`config.mk`:
```
export PLATFORM = sky130hd
export DESIGN_NAME = dial_entry_ctrl
export DESIGN_NICKNAME = d
export VERILOG_FILES = /design/src/rtl/dial_entry_ctrl.sv
export SDC_FILE = /design/constraint.sdc
export NUM_CORES = 1
export LEC_CHECK = 0
export BUFFER_PORTS_ARGS = -buffer_cell sky130_fd_sc_hd__buf_4
export CORE_MARGIN = 2
export CORE_UTILIZATION = 61
export CTS_CLUSTER_SIZE = 10
export DETAILED_ROUTE_END_ITERATION = 6
export HOLD_SLACK_MARGIN = 0.05
export PLACE_DENSITY = 0.81
export SYNTH_ARGS = -nofsm -noshare
export SYNTH_HDL_FRONTEND = slang
export SYNTH_SLANG_ARGS = --single-unit
```
`constraint.sdc`:
```
create_clock -name clk -period 3.9 [get_ports clk]
set_clock_uncertainty 0.2 [all_clocks]
set_input_delay 0.195 -clock clk [delete_from_list [all_inputs] [get_ports clk]]
set_output_delay 0.195 -clock clk [all_outputs]
set_load 0.1 [all_outputs]
```
`src/rtl/dial_entry_ctrl.sv`:
```
// dial_entry_ctrl
//   Edits an 8-bit setting with one rotary dial, one hex digit at a time.
//   A press enters the high digit, a second press moves to the low digit,
//   and a third press commits the edit buffer to the setting. If the dial
//   stays inactive for a long time while editing, the edit is abandoned.
//   The selected digit blinks. All outputs are registered.
// Ports
//   clk          system clock
//   rst          synchronous reset, active-high
//   rot_cw       one-cycle pulse, one clockwise detent
//   rot_ccw      one-cycle pulse, one counter-clockwise detent
//   click_n      raw dial click level, 0 = pressed (asynchronous, bounces)
//   value        committed 8-bit value
//   disp_value   edit buffer while editing, otherwise the committed value
//   digit_blank  [1] blank high digit, [0] blank low digit
//   edit_active  1 while the high or low digit is being edited
//   commit       one-cycle pulse when value is updated
//   abort        one-cycle pulse when an edit is abandoned on inactivity
module dial_entry_ctrl #(
  parameter int         DEBOUNCE_CYCLES = 1_000_000,
  parameter int         TIMEOUT_CYCLES  = 500_000_000,
  parameter int         BLINK_CYCLES    = 12_500_000,
  parameter logic [7:0] INIT_VALUE      = 8'h00
) (
  input  logic       clk,
  input  logic       rst,
  input  logic       rot_cw,
  input  logic       rot_ccw,
  input  logic       click_n,
  output logic [7:0] value,
  output logic [7:0] disp_value,
  output logic [1:0] digit_blank,
  output logic       edit_active,
  output logic       commit,
  output logic       abort
);

  localparam int DB_W = $clog2(DEBOUNCE_CYCLES + 1);
  localparam int TO_W = $clog2(TIMEOUT_CYCLES + 1);
  localparam int BL_W = $clog2(BLINK_CYCLES + 1);

  localparam logic [DB_W-1:0] DB_LAST = DB_W'(DEBOUNCE_CYCLES - 1);
  localparam logic [TO_W-1:0] TO_LAST = TO_W'(TIMEOUT_CYCLES - 1);
  localparam logic [BL_W-1:0] BL_LAST = BL_W'(BLINK_CYCLES - 1);

  localparam logic [1:0] ST_IDLE    = 2'd0;
  localparam logic [1:0] ST_EDIT_HI = 2'd1;
  localparam logic [1:0] ST_EDIT_LO = 2'd2;

  logic            click_s1_q, click_s1_d;
  logic            click_s2_q, click_s2_d;
  logic            deb_level_q, deb_level_d;
  logic            deb_prev_q, deb_prev_d;
  logic [DB_W-1:0] deb_cnt_q, deb_cnt_d;
  logic [1:0]      state_q, state_d;
  logic [7:0]      buf_q, buf_d;
  logic [7:0]      value_q, value_d;
  logic [TO_W-1:0] to_cnt_q, to_cnt_d;
  logic [BL_W-1:0] blink_cnt_q, blink_cnt_d;
  logic            phase_q, phase_d;
  logic [7:0]      disp_value_q, disp_value_d;
  logic [1:0]      digit_blank_q, digit_blank_d;
  logic            edit_active_q, edit_active_d;
  logic            commit_q, commit_d;
  logic            abort_q, abort_d;

  logic press_s;
  logic step_up_s;
  logic step_dn_s;
  logic step_any_s;

  // Wrap a nibble by one detent in either direction; no carry leaves the nibble.
  function automatic logic [3:0] nib_step(input logic [3:0] nib, input logic up, input logic dn);
    logic [3:0] res;
    if (up) begin
      res = nib + 4'd1;
    end else if (dn) begin
      res = nib - 4'd1;
    end else begin
      res = nib;
    end
    return res;
  endfunction

  // Event decode: press is the debounced falling edge, opposing pulses cancel.
  always_comb begin
    press_s    = deb_prev_q & ~deb_level_q;
    step_up_s  = rot_cw & ~rot_ccw;
    step_dn_s  = rot_ccw & ~rot_cw;
    step_any_s = step_up_s | step_dn_s;
  end

  // Next-state logic for synchroniser, debouncer, FSM, timeout, blink and outputs.
  always_comb begin
    click_s1_d  = click_n;
    click_s2_d  = click_s1_q;
    deb_prev_d  = deb_level_q;
    deb_level_d = deb_level_q;
    deb_cnt_d   = {DB_W{1'b0}};

    // Accept the new level only after it has differed for the full debounce window.
    if (click_s2_q != deb_level_q) begin
      if (deb_cnt_q == DB_LAST) begin
        deb_level_d = click_s2_q;
        deb_cnt_d   = {DB_W{1'b0}};
      end else begin
        deb_cnt_d   = deb_cnt_q + {{(DB_W-1){1'b0}}, 1'b1};
      end
    end else begin
      deb_cnt_d = {DB_W{1'b0}};
    end

    state_d  = state_q;
    buf_d    = buf_q;
    value_d  = value_q;
    to_cnt_d = to_cnt_q;
    commit_d = 1'b0;
    abort_d  = 1'b0;

    // The step is folded into buf_d before the press decision, so a same-cycle
    // step and press commits the stepped value.
    case (state_q)
      ST_IDLE: begin
        to_cnt_d = {TO_W{1'b0}};
        if (press_s) begin
          state_d = ST_EDIT_HI;
          buf_d   = value_q;
        end else begin
          state_d = ST_IDLE;
        end
      end
      ST_EDIT_HI: begin
        buf_d = {nib_step(buf_q[7:4], step_up_s, step_dn_s), buf_q[3:0]};
        if (press_s) begin
          state_d  = ST_EDIT_LO;
          to_cnt_d = {TO_W{1'b0}};
        end else if (step_any_s) begin
          to_cnt_d = {TO_W{1'b0}};
        end else if (to_cnt_q == TO_LAST) begin
          state_d  = ST_IDLE;
          abort_d  = 1'b1;
          to_cnt_d = {TO_W{1'b0}};
        end else begin
          to_cnt_d = to_cnt_q + {{(TO_W-1){1'b0}}, 1'b1};
        end
      end
      ST_EDIT_LO: begin
        buf_d = {buf_q[7:4], nib_step(buf_q[3:0], step_up_s, step_dn_s)};
        if (press_s) begin
          state_d  = ST_IDLE;
          value_d  = buf_d;
          commit_d = 1'b1;
          to_cnt_d = {TO_W{1'b0}};
        end else if (step_any_s) begin
          to_cnt_d = {TO_W{1'b0}};
        end else if (to_cnt_q == TO_LAST) begin
          state_d  = ST_IDLE;
          abort_d  = 1'b1;
          to_cnt_d = {TO_W{1'b0}};
        end else begin
          to_cnt_d = to_cnt_q + {{(TO_W-1){1'b0}}, 1'b1};
        end
      end
      default: begin
        state_d  = ST_IDLE;
        to_cnt_d = {TO_W{1'b0}};
      end
    endcase

    // Blink restarts in the visible phase whenever a new edit state is entered.
    if (state_d == ST_IDLE) begin
      blink_cnt_d = {BL_W{1'b0}};
      phase_d     = 1'b0;
    end else if (state_d != state_q) begin
      blink_cnt_d = {BL_W{1'b0}};
      phase_d     = 1'b0;
    end else if (blink_cnt_q == BL_LAST) begin
      blink_cnt_d = {BL_W{1'b0}};
      phase_d     = ~phase_q;
    end else begin
      blink_cnt_d = blink_cnt_q + {{(BL_W-1){1'b0}}, 1'b1};
      phase_d     = phase_q;
    end

    edit_active_d = (state_d != ST_IDLE);
    disp_value_d  = edit_active_d ? buf_d : value_d;

    case (state_d)
      ST_EDIT_HI: digit_blank_d = {phase_d, 1'b0};
      ST_EDIT_LO: digit_blank_d = {1'b0, phase_d};
      default:    digit_blank_d = 2'b00;
    endcase
  end

  // State registers with synchronous reset; click level resets to released.
  always_ff @(posedge clk) begin
    if (rst) begin
      click_s1_q    <= 1'b1;
      click_s2_q    <= 1'b1;
      deb_level_q   <= 1'b1;
      deb_prev_q    <= 1'b1;
      deb_cnt_q     <= {DB_W{1'b0}};
      state_q       <= ST_IDLE;
      buf_q         <= INIT_VALUE;
      value_q       <= INIT_VALUE;
      to_cnt_q      <= {TO_W{1'b0}};
      blink_cnt_q   <= {BL_W{1'b0}};
      phase_q       <= 1'b0;
      disp_value_q  <= INIT_VALUE;
      digit_blank_q <= 2'b00;
      edit_active_q <= 1'b0;
      commit_q      <= 1'b0;
      abort_q       <= 1'b0;
    end else begin
      click_s1_q    <= click_s1_d;
      click_s2_q    <= click_s2_d;
      deb_level_q   <= deb_level_d;
      deb_prev_q    <= deb_prev_d;
      deb_cnt_q     <= deb_cnt_d;
      state_q       <= state_d;
      buf_q         <= buf_d;
      value_q       <= value_d;
      to_cnt_q      <= to_cnt_d;
      blink_cnt_q   <= blink_cnt_d;
      phase_q       <= phase_d;
      disp_value_q  <= disp_value_d;
      digit_blank_q <= digit_blank_d;
      edit_active_q <= edit_active_d;
      commit_q      <= commit_d;
      abort_q       <= abort_d;
    end
  end

  assign value       = value_q;
  assign disp_value  = disp_value_q;
  assign digit_blank = digit_blank_q;
  assign edit_active = edit_active_q;
  assign commit      = commit_q;
  assign abort       = abort_q;

endmodule

```
==> impl_results.md <==
* First-pass GRT wire length at 16660 um
* Synth Area in Compound Gates at 7.592%
* Post-route DRC at 0
* Layout Nets at 616
* Vias post-DR at 4050
* Cells on worst reg2reg path at 12
* Crit path arrival time at 3540 ps
* FF-to-FF End: digit_blank[1]
* Tcrit/Tclk final at 88.51%
* CP endpoint kind: flop
* Post-synthesis simple-gate area fraction at 28.79%
* Multiplexer area fraction after synthesis at 1.183%
* Most common flop cell mapped by yosys: dfxtp_1
* Crit path required time at 3990 ps
* Final TNS setup at 0 ps
* Power Density at 330.5 nW/um^2
* Maximum clock path buffer count at 2
* CP endpoint: digit_blank[1]
* Final-report max-slew violation count at 0
* MaxCap Viol Count at 0
* Max incr delay on CP at 350 ps
* Bufs and invs on worst path at 0
* Vias in the first global route at 3704
* Netlist cell types at 56
* Status: completed
* Adder-Cell Fraction of Synth Area at 3.944%
* Largest net degree at the start of global routing at 30
* CTS clk-pin slew, worst paths at 100 ps
* Die Span X at 95.22 um
* Min Tclk post-route at 3452 ps
* Synthesized Nets at 597
* Met1 Track Usage GR at 29.80%
* Buffers on Ports at 25
* CP max FO at 12
* Critical path startpoint category: flop
* HP Class: input pin to flop
* Static Leak at 1.964 nW
* Synth top area cells: dfxtp_1 43%, nor2_1 7.0%, xor2_1 6.4%, xnor2_1 5.9%, ha_1 3.9%
* Initial Util at 62.41%
* Share of cells above drive strength 1 at 10.67%
* Final setup vio count at 0
* Largest family of logic cells by synthesized area: simple AND/OR/NAND/NOR gates
* Number of stages on the worst setup path at 12
* TritonCTS buffer count at 9
* Synthesis-stage register bit count at 109
* Final GP Congestion at 0.8565
* # rows at 33
* Antenna fix cells at 0
* Actual slew at the worst max-slew pin at 1068 ps
* Router iterations before antenna repair at 4
* Maximum VDD drop at 0.0002059 V
* GR Layer Usage met3 at 4.743%
* Slowest cell on crit path: dfxtp_1
* Fin Hold WS at 137.2 ps
* Die ar. at 9067 sq um
* GRT Total Usage at 22.74%
* Placed wire-length estimate at 6761 um
* Final Hold Viols at 0
* Commonest cells after routing, fill and taps aside: 109 x dfxtp_1, 95 x nor2_1, 37 x xor2_1
* WL final at 9808 um
* Final worst slack at 447.9 ps
* Core Footprint at 8134 sq um
* Synth async-reset ratio at 0%
* Met2 Usage GRT at 37.27%
* Cts repair resizes at 0
* Layout Cells excl Fill at 705
* Worst-skew pair later-pin latency at 370 ps
* Netlist Area Pre-Place at 5076 sq um
* Synth Instances at 576
* Critical path startpoint: to_cnt_q[0]
* Critical path's top delay family: simple AND/OR/NAND/NOR gates
* Max-slew headroom at 28.78%
* Busiest grt layer: met2
* Die Height at 95.22 um
* WS Path Type: flop to flop
* Initial DRC Count at 162
* Worst slack at placement at 470.4 ps
* Top-area cell type share of the netlist area at 42.99%
* CTS root buffer: clkbuf_8
* CTS Sinks at 109
* Layout area overhead at 8.997%
* RSZ-0062 raised after global routing: false
* TritonCTS clock tree: yes
* I/O pin count at 26
* Vias per cell at 5.745
* Post-synthesis sequential area ratio at 42.99%
* Power Total at 0.001829 W
* CP cell instances: ha_1 -> and4_1 -> and2_0 -> nand4_2 -> a31oi_1 -> or2_2 -> ha_1 -> or2_2 -> a31oi_1 -> o211a_1 -> o21ai_1 -> nor3_1
* Yosys Warn Count at 0
* Mean routed wirelength per cell at 13.91 um
* GR Overflow Total at 0
* Syn avg cell area at 8.813 sq um
* Synth area leader: dfxtp_1
* Commonest non-fill, non-tap cell in the layout: dfxtp_1
* F_max at 289.7 MHz
* Dpl cells at 687
* Synth Area in XOR/XNOR at 12.25%
* Worst flop-to-flop path startpoint: to_cnt_q[0]
* Number of synthesized flops with an enable pin at 0
* R2r setup slk at 450 ps
* H-Tree Depth at 3
* ANT nets after route at 0
* Antenna violations before repair at 0
-- state kept, by name, indices dropped and copies added (netlist names), 2 cells and up --
| signal | cells |
|---|---|
| blink_cnt_q | 24 |
| buf_q | 8 |
| deb_cnt_q | 20 |
| digit_blank | 2 |
| disp_value | 8 |
| state_q | 2 |
| to_cnt_q | 29 |
| value | 8 |
-- cells in the mapped netlist (11+ instances only) --
library cell and count:
and3_1 14, xnor2_1 34, nand3_1 30, a21oi_1 11, nor2_1 95, xor2_1 37
clkbuf_1 16, ha_1 16, nand2_1 32, dfxtp_1 109, nor3_1 15, inv_1 19
nand4_1 20
-- worst reg2reg max path: cells and delay by family (launching register included) --
family	cells	cell delay, ps
AND/OR/NAND/NOR	6	1560
adder cells (fa/ha/maj)	2	450
flip-flops	1	350
AO/OA/AOI/OAI	4	800
-- metrics by stage --
stage                     instance area, sq um  util (%)
after floorplan                           5076         -
after global placement                    5316     65.36
after detailed placement                  5316     65.36
after CTS                                 5533     68.02
after global routing                      5533     68.02
final                                     5533     68.02
-- where the power goes --
group	leakage, nW	internal (W)	switching (W)
combinational	0.990	0.0000110	0.0000176
sequential	0.878	0.00111	0.000000819
clock	0.0960	0.000299	0.000387
total	1.96	0.00142	0.000405
-- final cells by class --
| class | count | area (sq um) |
|---|---|---|
| Inverter | 19 | 71.32 |
| Tap cell | 105 | 131.4 |
| Clock buffer | 9 | 123.9 |
| Sequential cell | 109 | 2182 |
| Timing Repair Buffer | 29 | 222.7 |
| Clock inverter | 7 | 72.57 |
| Fill cell | 667 | 2601 |
| Multi-Input combinational cell | 427 | 2729 |
-- logic make-up after synthesis --
group	Yosys count
and+or+nand+nor	281
DFF	109
xor gates and xnor gates	71
AOI/OAI and AO/OA	53
buffers and inverters	40
adders and majority gates	16
muxes	6
-- repair_timing --
| action | 4_1_cts | 5_1_grt |
|---|---|---|
| hold buffers | 2 | 0 |
| hold endpoints to repair | 23 | 0 |
| buffers inserted | 0 | 0 |
-- per-layer routing --
| metal | up-vias | routed length [um] | share of wire [%] |
|---|---|---|---|
| met5 | - | 0 | 0 |
| met4 | 0 | 150 | 1.5 |
| met3 | 18 | 386 | 3.9 |
| met2 | 78 | 4633 | 47 |
| met1 | 1936 | 4637 | 47 |
| li1 | 2018 | - | - |
-- worst min path at each step --
| stage | from | to | slack [ps] | cells past startpoint |
|---|---|---|---|---|
| floorplan | click_n | click_s1_q | 100 | 1 |
| global placement | click_s1_q | click_s2_q | 200 | 1 |
| detailed placement | click_s1_q | click_s2_q | 200 | 1 |
| CTS | rot_ccw | abort | 140 | 4 |
| global route | rot_ccw | abort | 170 | 4 |
| finish | rot_ccw | abort | 140 | 4 |
Power figures use the tool's default switching activity.
